==> src/rtl/mant_sub_normalizer.sv <==
// mant_sub_normalizer
//   Multi-cycle |a - b| mantissa subtractor with left normalization, for the
//   effective-subtraction path of the FP MAC. The borrow chain is resolved by
//   a Kogge-Stone prefix network, one level per clock. The result is then
//   shifted left one bit per clock, with the exponent decremented per shift,
//   until the MSB is set or the exponent reaches zero.
//
// Ports
//   clk, rst              clock, asynchronous active-high reset
//   in_valid / in_ready   operand handshake (accepted only in IDLE)
//   a_man, b_man, exp_in  aligned mantissas and their common exponent
//   out_valid / out_ready result handshake (result held until accepted)
//   diff_man, exp_out     normalized magnitude and adjusted exponent
//   sign                  a_man < b_man
//   zero                  exact zero result
//   underflow             normalization stopped at exponent 0 (denormal)
module mant_sub_normalizer #(
  parameter int WIDTH = 24,
  parameter int EXP_W = 8
) (
  input  logic             clk,
  input  logic             rst,
  input  logic             in_valid,
  output logic             in_ready,
  input  logic [WIDTH-1:0] a_man,
  input  logic [WIDTH-1:0] b_man,
  input  logic [EXP_W-1:0] exp_in,
  output logic             out_valid,
  input  logic             out_ready,
  output logic [WIDTH-1:0] diff_man,
  output logic [EXP_W-1:0] exp_out,
  output logic             sign,
  output logic             zero,
  output logic             underflow
);

  localparam int LEVELS = $clog2(WIDTH);
  localparam int LVL_W  = $clog2(LEVELS + 1);

  typedef enum logic [2:0] {S_IDLE, S_PREFIX, S_RESOLVE, S_NORM, S_DONE} state_t;

  state_t state_q, state_d;

  logic [WIDTH-1:0] a_q, a_d, b_q, b_d;
  logic [WIDTH-1:0] g_q, g_d, p_q, p_d;
  logic [EXP_W-1:0] ein_q, ein_d;
  logic [LVL_W-1:0] lvl_q, lvl_d;
  logic [WIDTH-1:0] man_q, man_d;
  logic [EXP_W-1:0] exp_q, exp_d;
  logic             sign_q, sign_d, zero_q, zero_d, uf_q, uf_d;

  // After the last level g_q[i] is the borrow out of bit i, i.e. the borrow
  // into bit i+1; bit 0 never receives a borrow.
  logic [WIDTH-1:0] raw, mag, nshift;
  logic [EXP_W-1:0] nexp;
  logic             bout, last_lvl;

  always_comb begin
    raw      = a_q ^ b_q ^ {g_q[WIDTH-2:0], 1'b0};
    bout     = g_q[WIDTH-1];
    mag      = bout ? (~raw + WIDTH'(1)) : raw;
    nshift   = man_q << 1;
    nexp     = exp_q - EXP_W'(1);
    last_lvl = (lvl_q == LVL_W'(LEVELS - 1));
  end

  // ---- FSM: state register
  always_ff @(posedge clk or posedge rst) begin
    if (rst) state_q <= S_IDLE;
    else     state_q <= state_d;
  end

  // ---- FSM: next state
  always_comb begin
    state_d = state_q;
    unique case (state_q)
      S_IDLE:    if (in_valid) state_d = S_PREFIX;
      S_PREFIX:  if (last_lvl) state_d = S_RESOLVE;
      S_RESOLVE: state_d = (mag == '0 || mag[WIDTH-1]) ? S_DONE : S_NORM;
      // Exit on the same edge the shift lands the MSB or exhausts the exponent.
      S_NORM:    if (exp_q == '0 || nshift[WIDTH-1] || nexp == '0) state_d = S_DONE;
      S_DONE:    if (out_ready) state_d = S_IDLE;
      default:   state_d = S_IDLE;
    endcase
  end

  // ---- FSM: outputs
  always_comb begin
    in_ready  = (state_q == S_IDLE);
    out_valid = (state_q == S_DONE);
  end

  // ---- datapath next state
  always_comb begin
    a_d    = a_q;
    b_d    = b_q;
    g_d    = g_q;
    p_d    = p_q;
    ein_d  = ein_q;
    lvl_d  = lvl_q;
    man_d  = man_q;
    exp_d  = exp_q;
    sign_d = sign_q;
    zero_d = zero_q;
    uf_d   = uf_q;
    unique case (state_q)
      S_IDLE: begin
        if (in_valid) begin
          a_d   = a_man;
          b_d   = b_man;
          ein_d = exp_in;
          g_d   = ~a_man & b_man;
          p_d   = ~(a_man ^ b_man);
          lvl_d = '0;
        end
      end
      S_PREFIX: begin
        // Span 2^lvl; positions below the span see zero generate / unit
        // propagate from the shifted copy, so they keep their value.
        for (int k = 0; k < LEVELS; k++) begin
          if (lvl_q == LVL_W'(k)) begin
            g_d = g_q | (p_q & (g_q << (1 << k)));
            p_d = p_q & ((p_q << (1 << k)) | ((WIDTH'(1) << (1 << k)) - WIDTH'(1)));
          end
        end
        lvl_d = lvl_q + LVL_W'(1);
      end
      S_RESOLVE: begin
        sign_d = bout;
        zero_d = (mag == '0);
        uf_d   = 1'b0;
        man_d  = mag;
        exp_d  = (mag == '0) ? '0 : ein_q;
      end
      S_NORM: begin
        if (exp_q == '0) begin
          uf_d = 1'b1;
        end else begin
          man_d = nshift;
          exp_d = nexp;
          uf_d  = ~nshift[WIDTH-1] && (nexp == '0);
        end
      end
      default: ;
    endcase
  end

  always_ff @(posedge clk or posedge rst) begin
    if (rst) begin
      a_q    <= '0;
      b_q    <= '0;
      g_q    <= '0;
      p_q    <= '0;
      ein_q  <= '0;
      lvl_q  <= '0;
      man_q  <= '0;
      exp_q  <= '0;
      sign_q <= 1'b0;
      zero_q <= 1'b0;
      uf_q   <= 1'b0;
    end else begin
      a_q    <= a_d;
      b_q    <= b_d;
      g_q    <= g_d;
      p_q    <= p_d;
      ein_q  <= ein_d;
      lvl_q  <= lvl_d;
      man_q  <= man_d;
      exp_q  <= exp_d;
      sign_q <= sign_d;
      zero_q <= zero_d;
      uf_q   <= uf_d;
    end
  end

  assign diff_man  = man_q;
  assign exp_out   = exp_q;
  assign sign      = sign_q;
  assign zero      = zero_q;
  assign underflow = uf_q;

endmodule

==> config.mk <==
export PLATFORM = sky130hd
export DESIGN_NAME = mant_sub_normalizer
export DESIGN_NICKNAME = d
export VERILOG_FILES = /design/src/rtl/mant_sub_normalizer.sv
export SDC_FILE = /design/constraint.sdc
export NUM_CORES = 1
export LEC_CHECK = 0
export ABC_CLOCK_PERIOD_IN_PS = 5700
export CORE_ASPECT_RATIO = 0.75
export CORE_MARGIN = 2
export CORE_UTILIZATION = 50
export CTS_BUF_LIST = sky130_fd_sc_hd__clkbuf_8
export CTS_CLUSTER_SIZE = 16
export DETAILED_ROUTE_END_ITERATION = 6
export GPL_TIMING_DRIVEN = 1
export PLACE_DENSITY = 0.79
export SYNTH_ARGS = -nofsm -noshare
export SYNTH_HDL_FRONTEND = slang
export SYNTH_SLANG_ARGS = --single-unit
==> constraint.sdc <==
create_clock -name clk -period 5.7 [get_ports clk]
set_clock_uncertainty 0.05 [all_clocks]
set_input_delay 1.425 -clock clk [delete_from_list [all_inputs] [get_ports clk]]
set_output_delay 1.425 -clock clk [all_outputs]
set_load 0.02 [all_outputs]
## Word-level counts from Yosys, hierarchy flattened

Index checks and enable logic that the tools add are counted.

| operators by class | value |
|---|---|
| $add $sub $neg | 3 |
| $mul | 0 |
| div/mod/pow operators | 0 |
| $lt $le $gt $ge | 0 |
| equal/unequal tests | 14 |
| shift-type cells | 0 |
| multiplexer cells | 30 |
| bitwise gates (word level) | 23 |
| reductions and logical operators | 16 |

Operators with widths:

| operator | number |
|---|---|
| $mux W24 | 14 |
| $and A24 B24 Y24 | 11 |
| $pmux W24 S2 | 3 |
| $or A24 B24 Y24 | 5 |
| $not A24 Y24 | 3 |
| $xor A24 B24 Y24 | 3 |
| $add A24 B1 Y24 const B | 1 |
| $logic_not A24 Y1 | 1 |
| $mux W3 | 6 |
| $logic_not A8 Y1 | 2 |
| $mux W8 | 2 |
| $pmux W8 S2 | 1 |
| $pmux W3 S5 | 1 |
| $eq A3 B2 Y1 const B | 4 |
| $ne A2 B2 Y1 const B | 4 |
| $sub A8 B1 Y8 const B | 1 |
| $eq A3 B1 Y1 const B | 2 |
| $eq A3 B3 Y1 const B | 2 |
| $logic_not A3 Y1 | 2 |
| $ne A6 B6 Y1 const B | 1 |
| $pmux W3 S2 | 1 |
| $reduce_and A2 Y1 | 3 |
| $reduce_and A4 Y1 | 1 |
| $reduce_bool A2 Y1 | 2 |
| other kinds (8) | 10 |

| storage, ports and cells | value |
|---|---|
| register bits | 145 |
| latch bits | 0 |
| memory bits (writable) | 0 |
| bits in read-only memories | 0 |
| input port bits | 60 |
| output and inout bits | 37 |
| logic and storage cells | 98 |
| memories kept | 0 |

## Depth between registers and ports, before layout

Gate-level depths: netlist (run 1).

| logic depth | value |
|---|---|
| depth after elaboration | 9 |
| mapped depth | 11 |
| gate-level depth less buffers | 10 |

## Worst setup path before layout (run 1)

OpenSTA, ideal clock, no wires.

| path | value |
|---|---|
| path type | register to register |
| start | register g_q[4] |
| end | register exp_q[5] (netlist: exp_out[5]) |
| setup time | 126 ps |
| data arrival time | 2816 ps |
| path slack | 2708 ps |
| stages on the path, launching flop included | 9 |
| cell sequence | dfrtp_1 -> xor3_2 -> nor4_4 -> nand4_2 -> o31ai_4 -> xor2_2 -> nor4b_2 -> nand4_1 -> a311o_1 |

| between the ends | value |
|---|---|
| word-level cells in the longest chain between the ends | 7 |

RTL lines:

| element | RTL line | source |
|---|---|---|
| from (decl) | 45 | `logic [WIDTH-1:0] g_q, g_d, p_q, p_d;` |
| from (signal assigned) | 164 | `g_q <= g_d;` |
| $xor A24 B24 Y24 * | 59 | `raw = a_q ^ b_q ^ {g_q[WIDTH-2:0], 1'b0};` |
| $not A24 Y24 | 61 | `mag = bout ? (~raw + WIDTH'(1)) : raw;` |
| $add A24 B1 Y24 | 61 |  |
| $mux W24 * | 61 |  |
| $logic_not A24 Y1 * | 133 | `exp_d = (mag == '0) ? '0 : ein_q;` |
| $mux W8 * | 133 |  |
| $pmux W8 S2 * | 106 | `unique case (state_q)` |
| to (signal assigned) | 169 | `exp_q <= exp_d;` |
| to (decl) | 49 | `logic [EXP_W-1:0] exp_q, exp_d;` |

Mark *: on every way between the ends. The rest lies on a longest branch, timed or not.
A chain may end at the register's enable or synchronous reset.

## Final worst setup path (run 1)

| path | value |
|---|---|
| start | register state_q[0] |
| end | output port in_ready |

| between the ends | value |
|---|---|
| word-level cells in the longest chain between the ends | 1 |

RTL lines:

| element | RTL line | source |
|---|---|---|
| from (decl) | 42 | `state_t state_q, state_d;` |
| from (signal assigned) | 70 | `else state_q <= state_d;` |
| $logic_not A3 Y1 | 89 | `in_ready = (state_q == S_IDLE);` |
| to (decl) | 24 | `output logic in_ready,` |

Every way passes these cells.

==> flow_summary.yaml, run 1 <==
critical_path:
  worstPathMaxFanout: 21
  crit_arrival_ns: 2.41
  cp-start-kind: "register"
  required_ns: 4.22
  endpoint_kind: "output port"
  path_class: "register to output port"
pwr:
  p_leak_uw: 0.005060
  ir_drop_uv: 411.7
  powerDensity_nw_per_um2: 723.1
  total_power_uw: 7813
worst_hold_path:
  worstHoldPathType: "register to register"
die:
  start_util_pct: 50.70
  io_pins: 97
  die_w_microns: 161.5
  coreArea_sq_um: 18350
  die_h_microns: 122.1
  rows: 43
  die-area_sq_um: 19720
finish:
  antenna_cells: 0
  fillers: 1564
  nets: 1222
  syn_to_final_growth_pct: 16.16
  layout-drive-gt1-share_pct: 5.697
sta:
  post-route-min-period_ns: 3.886
  maxSlewViolCount: 0
  setup_tns_ns: 0
  fin_crit_sh_pct: 68.18
  tightestPinTransition_ns: 1.225
  setup_viol: 0
  rsz0062_at_grt: "false"
  hold_viol_final: 0
  relSlewSlack_pct: 18.00
  max_freq_mhz: 257.3
global_routing:
  first_global_vias: 7864
  antenna_found_initial: 0
  grt_usage_pct: 28.03
  grt-ovfl-total: 0
  grt_max_degree: 113
  grt_pass1_wl_microns: 42970
detailed_routing:
  post_drt_via_cell_ratio: 6.079
  postRouteAntennaNets: 0
  drt_pre_antenna_iters: 5
  wl_per_cell_microns: 19.30
  drc: 0
  wl_microns: 26780
  vias: 8437
  drt_iter0_markers: 945
clock_tree:
  h-tree-depth: 4
  cts_buffers: 17
  clock_path_buffers: 2
  holdBufCountCts: 0
  clock-sinks: 145
  cts_root_buf: "clkbuf_8"
  clock_latency_ns: 0.47
  post_cts_buffers: 0
  post_cts.resized_instances: 0
  clk_pin_slew_worst_paths_ns: 0.08
  cts_tree: "yes"
status:
  status: "completed"
synthesis:
  ys_seq_area_share_pct: 39.01
  synth_cell_types: 63
  ys_ff_latch: 145
  async_flop_share_pct: 100.0
  synth_nets: 1165
  synth_cells: 1073
  synthesis.area_sq_um: 9301
  synth_flop_cell: "dfrtp_1"
  avgSynthCellArea_sq_um: 8.669
  yosysWarningCount: 0
  synth-edff-count: 0
place:
  post-dp-hpwl_microns: 18920
  gp_congestion: 0.9524
  portBuffers: 96
job:
  max-cap-violations: 0
==> per-layer routing <==
| layer | up-vias | wire length [microns] | global-route usage [%] |
|---|---|---|---|
| li1 | 3892 | - | - |
| met1 | 4067 | 12340 | 41.77 |
| met2 | 426 | 11350 | 39.53 |
| met3 | 52 | 2285 | 6.333 |
| met4 | 0 | 814 | 10.83 |
| met5 | - | 0 | 0 |
==> cell usage in the layout, fill, tap and decap left out, types with 15 or more instances in the layout <==
cell type and n:
xnor2_1 21, nor3_1 15, clkbuf_8 17, inv_1 34
clkdlybuf4s50_1 96, nor2_1 94, mux2i_1 51, nand2_1 215
a22o_1 20, dfrtp_1 145, ha_1 31, xor2_1 18
a21oi_1 83, o21ai_0 101, a211oi_1 28
==> path summary, 6_finish.rpt <==
check	start	end	slack (ns)	cells after the start
worst max-delay path	state_q[0]	in_ready	1.81	2
worst min-delay path	b_q[19]	b_q[19]	0.44	2
worst max register to register	g_q[4]	exp_out[5]	2.04	8
worst min register to register	b_q[19]	b_q[19]	0.44	2
max in group asynchronous	rst	diff_man[19]	3.18	3
min in group asynchronous	rst	ein_q[7]	1.41	2
==> state kept, by name, indices dropped and copies added, names as in the netlist <==
signal and cells:
diff_man 24, lvl_q 3, zero 1, sign 1, ein_q 8, p_q 24, b_q 24, a_q 24
g_q 24, underflow 1, state_q 3, exp_out 8
==> critical path, cell delays in order (launching register included) <==
cell and delay, ns:
dfrtp_1 0.65, nor3_1 0.57, clkdlybuf4s50_1 0.72
==> layout make-up <==
type | instances | area (sq um) | area share (%)
Clock buffer | 17 | 234.0 | 2.166
Sequential cell | 145 | 3628 | 33.58
Tap cell | 247 | 309.0 | 2.860
Clock inverter | 13 | 165.2 | 1.529
Inverter | 35 | 136.4 | 1.262
Timing Repair Buffer | 107 | 1044 | 9.658
Multi-Input combinational cell | 824 | 5288 | 48.94
==> stage by stage <==
| step | cell area, sq um | utilization, % | hold slack, ns | setup WS, ns | std cells |
|---|---|---|---|---|---|
| final | 10800 | 58.89 | 0.4398 | 1.814 | 1388 |
| after floorplan | 9301 | - | 0.3953 | 0.3304 | 1073 |
| after global routing | 10800 | 58.89 | 0.4639 | 1.718 | 1388 |
| after global placement | 10410 | 56.71 | 0.4093 | 1.857 | 1358 |
| after CTS | 10800 | 58.89 | 0.4377 | 1.850 | 1388 |
| after detailed placement | 10410 | 56.71 | 0.4184 | 1.777 | 1358 |
==> logic make-up (layout without fill, tap and decap cells) <==
| logic type | after synthesis | count (layout) | share of synthesized area [%] |
|---|---|---|---|
| DFF | 145 | 145 | 39.01 |
| muxes | 54 | 54 | 5.851 |
| AOI/OAI and AO/OA | 306 | 306 | 20.65 |
| buffers and inverters | 104 | 172 | 4.318 |
| xor gates and xnor gates | 59 | 59 | 8.677 |
| and+or+nand+nor | 373 | 373 | 17.19 |
| adders and majority gates | 32 | 32 | 4.305 |
==> cell usage after synthesis (3+ instances only) <==
library cell  count  share of area, %
a211oi_1         28               2.3
a21oi_1          83               4.5
a22o_1           20               1.9
a31oi_1          11              0.74
a32o_1            3              0.32
a32oi_1           7              0.66
buf_1             6              0.24
buf_2             3              0.16
clkbuf_1         59               2.4
dfrtp_1         145                39
ha_1             32               4.3
inv_1            35               1.4
mux2_2            3              0.36
mux2i_1          51               5.5
nand2_1         216               8.7
nand2b_1          4              0.27
nand3_1           7              0.38
nand4_1           8              0.54
nor2_1           94               3.8
nor2b_1           4              0.27
nor3_1           15              0.81
o211ai_1         12              0.97
o21ai_0         101               5.4
o22a_1            9              0.85
o22ai_1           7              0.47
o31ai_1           7              0.56
or3_1             4              0.27
xnor2_1          21               2.0
xnor3_1           4              0.97
xor2_1           18               1.7
xor3_1           13               3.3
==> where the power goes <==
| part | internal, uW | switching (uW) |
|---|---|---|
| clock | 429 | 426 |
| combinational | 1980 | 2850 |
| sequential | 1500 | 624 |
(Power assumes the default switching activity.)
==> run 2: changes to the inputs <==
- ABC_CLOCK_PERIOD_IN_PS: 5700 -> 4000
- clock period: 5.7 -> 4 ns (I/O delays scaled with it)
==> run 2 against run 1 <==
Against the previous run:
- the run now ends with design-rule violations left
- power is 45% higher
- final area increased by 1.2%
- largest power group unchanged
- utilization rose by 0.72 points
- via count up 0.91%
- non-clock buffer count rose by 10
==> flow_summary.yaml, run 2 (synthesis gave the netlist of run 1 again) <==
status:
  status: "finished, violations left"
  violations: "design-rule violations"
critical_path:
  required_ns: 4.29
  max_stage_delay_ns: 0.56
  cp_cell_sequence: "xor3_2 -> nor4_4 -> nand4_2 -> o31ai_4 -> xor2_2 -> nor4b_2 -> and4_1 -> o221ai_1"
  path_class: "register to register"
  crit_arrival_ns: 3.87
  endpoint_kind: "register"
  cp-start-kind: "register"
  r2r_cells: 8
  worstPathMaxFanout: 8
  crit_slowest_cell: "xor3_2"
job:
  max-cap-violations: 0
sta:
  max_freq_mhz: 279.3
  setup_viol: 0
  fin_ws_ns: 0.4197
  post-route-min-period_ns: 3.580
  maxSlewViolCount: 0
  rsz0062_at_grt: "false"
  tightestPinTransition_ns: 0.9869
  relSlewSlack_pct: 33.51
  hold_viol_final: 0
  fin_crit_sh_pct: 89.51
  setup_tns_ns: 0
clock_tree:
  post_cts.resized_instances: 0
  holdBufCountCts: 0
  clock-sinks: 145
  clk_pin_slew_worst_paths_ns: 0.08
  cts_tree: "yes"
  clock_latency_ns: 0.47
  clock_path_buffers: 2
  cts_root_buf: "clkbuf_8"
  cts_buffers: 17
  h-tree-depth: 4
  post_cts_buffers: 0
detailed_routing:
  vias: 8514
  drc: 3
  drt_pre_antenna_iters: 7
  wl_per_cell_microns: 19.78
  wl_microns: 27650
  drt_iter0_markers: 1263
  post_drt_via_cell_ratio: 6.090
  postRouteAntennaNets: 0
pwr:
  powerDensity_nw_per_um2: 1036
  ir_drop_uv: 533.5
  p_leak_uw: 0.005125
die:
  io_pins: 97
  die_w_microns: 161.5
  start_util_pct: 50.70
  coreArea_sq_um: 18350
  die_h_microns: 122.1
  rows: 43
  die-area_sq_um: 19720
global_routing:
  antenna_found_initial: 0
  grt-ovfl-total: 0
  grt_usage_pct: 28.86
  first_global_vias: 7745
  grt_pass1_wl_microns: 43870
  grt_max_degree: 93
finish:
  antenna_cells: 0
  layout-drive-gt1-share_pct: 6.516
  nets: 1232
  syn_to_final_growth_pct: 17.58
  final_common_cell: "nand2_1"
  final_cell_mix: "nand2_1, dfrtp_1, o21ai_0"
  fin_area_sq_um: 10940
  fillers: 1583
place:
  dp_slack_ns: 0.5077
  gp_congestion: 0.9702
  portBuffers: 96
  place_area_sq_um: 10520
  post-dp-hpwl_microns: 19780
worst_hold_path:
  worstHoldPathType: "register to register"
  hold_depth: 2
==> run 2: changes by cell type in the layout (fill, tap and decap cells not counted), moves of 2 or more <==
cell / delta
buf_12: +3
buf_4: +7
clkbuf_8: +4
clkinv_4: -2
==> run 2: layout make-up <==
class / instances / area, sq um / area share, %
multi-input combinational: 824 / 5288 / 48.35
sequential: 145 / 3628 / 33.18
tap: 247 / 309.0 / 2.826
timing repair buffer: 117 / 1156 / 10.57
clock inverter: 9 / 131.4 / 1.201
clock buffer: 21 / 289.0 / 2.643
inverter: 35 / 135.1 / 1.236
==> run 2: worst max-delay path: cells and delay by family (launching register included) <==
kind,cells,cell delay [ns]
xor gates and xnor gates,2,0.73
DFF,1,0.51
and+or+nand+nor,4,1.62
AOI/OAI and AO/OA,2,0.53
==> run 2: metal layers <==
metal  part of all wire (%)  global-route usage [%]  wire (microns)
met1                     46                   44.08           12690
met2                     42                   41.19           11620
met3                     10                   6.742            2881
met4                    1.7                   7.143             463
met5                      0                       0               0
==> run 2: stage by stage <==
| stage | instances | hold WS (ns) | util (%) | total power, uW |
|---|---|---|---|---|
| after floorplan | 1073 | 0.3953 | - | 7775 |
| after global placement | 1368 | 0.4106 | 57.32 | 9729 |
| after detailed placement | 1368 | 0.4153 | 57.32 | 9842 |
| after CTS | 1398 | 0.4440 | 59.61 | 11170 |
| after global routing | 1398 | 0.4775 | 59.61 | 12110 |
| final | 1398 | 0.4413 | 59.61 | 11330 |
==> run 2: worst paths after layout <==
kind | start | endpoint | slack (ns)
worst min-delay path | ein_q[2] | ein_q[2] | 0.44
worst max-delay path | g_q[4] | exp_out[4] | 0.42
max in group asynchronous | rst | g_q[0] | 2.14
min in group asynchronous | rst | b_q[21] | 0.99
worst min register to register | ein_q[2] | ein_q[2] | 0.44
worst max register to register | g_q[4] | exp_out[4] | 0.42
==> run 2: power breakdown <==
part / internal (uW) / total (uW) / switching [uW]
clock: 675 / 1260 / 585
combinational: 2900 / 7040 / 4140
sequential: 2140 / 3030 / 883
total: 5720 / 11300 / 5610
==> run 3: changes to the inputs <==
- CELL_PAD_IN_SITES_DETAIL_PLACEMENT: unset -> 0
- CELL_PAD_IN_SITES_GLOBAL_PLACEMENT: unset -> 1
- CORE_UTILIZATION: 50 -> 45
- CTS_CLUSTER_DIAMETER: unset -> 150
- PLACE_DENSITY: 0.79 -> 0.9
==> run 3 against run 2 <==
Against the previous run:
- the flow now finishes without violations
- die area up 11%
- final cell count up 1.1%
- critical path type unchanged
- power up 1.4%
- worst setup slack worse by 0.025 ns
- utilization down 5.4 points
- combinational power up 1%
- clock-buffer cell count down 2
- critical path depth unchanged
- routed wire length up 3.9%
- highest routed layer unchanged
- final area up 0.55%
- largest power group unchanged
- largest cell class unchanged
==> flow_summary.yaml, run 3 (synthesis gave the netlist of run 1 again) <==
critical_path:
  path_class: "register to register"
  rrSetupSlack_ns: 0.40
  cp-startpoint: "g_q[3]"
  r2r_end: "exp_out[5]"
  rr_startpoint: "g_q[3]"
  cp-start-kind: "register"
  crit_arrival_ns: 3.90
  required_ns: 4.30
  endpoint_kind: "register"
  r2r_cells: 8
  endpoint: "exp_out[5]"
  worstPathMaxFanout: 7
clock_tree:
  post_cts_buffers: 0
  cts_root_buf: "clkbuf_8"
  clk_pin_slew_worst_paths_ns: 0.09
  clock_latency_ns: 0.47
  clock_path_buffers: 2
  post_cts.resized_instances: 0
  cts_buffers: 17
  holdBufCountCts: 0
  clock-sinks: 145
  h-tree-depth: 4
  cts_tree: "yes"
finish:
  layout-drive-gt1-share_pct: 6.840
  final_cell_mix: "nand2_1, dfrtp_1, o21ai_0"
  fillers: 1882
  syn_to_final_growth_pct: 18.23
  nets: 1235
  final_common_cell: "nand2_1"
  antenna_cells: 0
  fin_area_sq_um: 11000
  multi_input_area_sq_um: 5288
  regArea_sq_um: 3628
place:
  place_area_sq_um: 10550
  post-dp-hpwl_microns: 20680
  gp_congestion: 1.006
  portBuffers: 96
global_routing:
  grt_pass1_wl_microns: 45400
  grt-ovfl-total: 0
  grt_max_degree: 70
  first_global_vias: 7959
  grt_usage_pct: 27.10
  antenna_found_initial: 0
detailed_routing:
  drt_pre_antenna_iters: 7
  wl_microns: 28720
  drt_iter0_markers: 877
  vias: 8440
  wl_per_cell_microns: 20.32
  post_drt_via_cell_ratio: 5.973
  postRouteAntennaNets: 0
  drc: 0
sta:
  setup_tns_ns: 0
  setup_viol: 0
  hold_viol_final: 0
  post-route-min-period_ns: 3.605
  maxSlewViolCount: 0
  max_freq_mhz: 277.4
  hold_slack_ns: 0.4373
  fin_crit_sh_pct: 90.12
  tightestPinTransition_ns: 1.017
  relSlewSlack_pct: 31.47
  rsz0062_at_grt: "false"
pwr:
  ir_drop_uv: 500.1
  total_power_uw: 11480
  p_leak_uw: 0.005148
  powerDensity_nw_per_um2: 1044
worst_hold_path:
  worstHoldPathType: "register to register"
  hold_depth: 2
die:
  coreArea_sq_um: 20270
  die_w_microns: 170.0
  rows: 45
  die_h_microns: 128.5
  start_util_pct: 45.89
  die-area_sq_um: 21850
  io_pins: 97
job:
  max-cap-violations: 0
status:
  status: "completed"
run 3: changes by cell type in the layout (fill, tap and decap cells not counted):
cell | before | now
buf_4 | 18 | 21
clkinv_2 | 2 | 1
inv_6 | 0 | 1
clkinv_4 | 1 | 3
clkbuf_8 | 21 | 19
bufinv_16 | 3 | 4
run 3: metrics by stage:
step | util, % | cells | setup WS (ns)
2_1_floorplan | - | 1073 | 1.008
3_3_place_gp | 52.06 | 1382 | 0.6272
3_5_place_dp | 52.06 | 1382 | 0.5173
4_1_cts | 54.25 | 1413 | 0.4814
5_1_grt | 54.25 | 1413 | 0.2575
6_report | 54.25 | 1413 | 0.3950
run 3: layer usage:
metal  wire length [microns]  track usage (%)  vias up
met4                     549            7.340        0
li1                        -                -     3924
met5                       0                0        -
met1                   13320            41.43     4035
met3                    2921            6.706       48
met2                   11920            38.03      433
run 3: area by class of cell:
type | instances | share of cell area (%)
clock buffer | 19 | 2.378
clock inverter | 12 | 1.661
inverter | 35 | 1.229
multi-input combinational | 824 | 48.08
sequential | 145 | 33.00
tap | 258 | 2.935
timing repair buffer | 120 | 10.72
run 3: power by group:
part	internal [uW]	switching (uW)	total (uW)	leakage, uW
Clock	713	626	1340	0.000214
Combinational	2920	4200	7120	0.00315
Sequential	2140	888	3030	0.00178
Total	5770	5710	11500	0.00515
run 3: worst max-delay path: stages (launching register included):
cell,delay (ns)
dfrtp_1,0.50
xor3_2,0.57
nor4_4,0.48
a41oi_1,0.22
xor2_1,0.21
or3_1,0.35
nor4_2,0.39
nand4_1,0.32
a311o_1,0.40
run 3: how the worst min path moves through the flow:
stage                end  startpoint  slack (ns)
3_3_place_gp   underflow   underflow        0.41
2_1_floorplan   ein_q[1]    ein_q[1]        0.40
4_1_cts         ein_q[0]    ein_q[0]        0.44
5_1_grt          b_q[21]     b_q[21]        0.47
6_report       underflow   underflow        0.44
3_5_place_dp    ein_q[0]    ein_q[0]        0.41
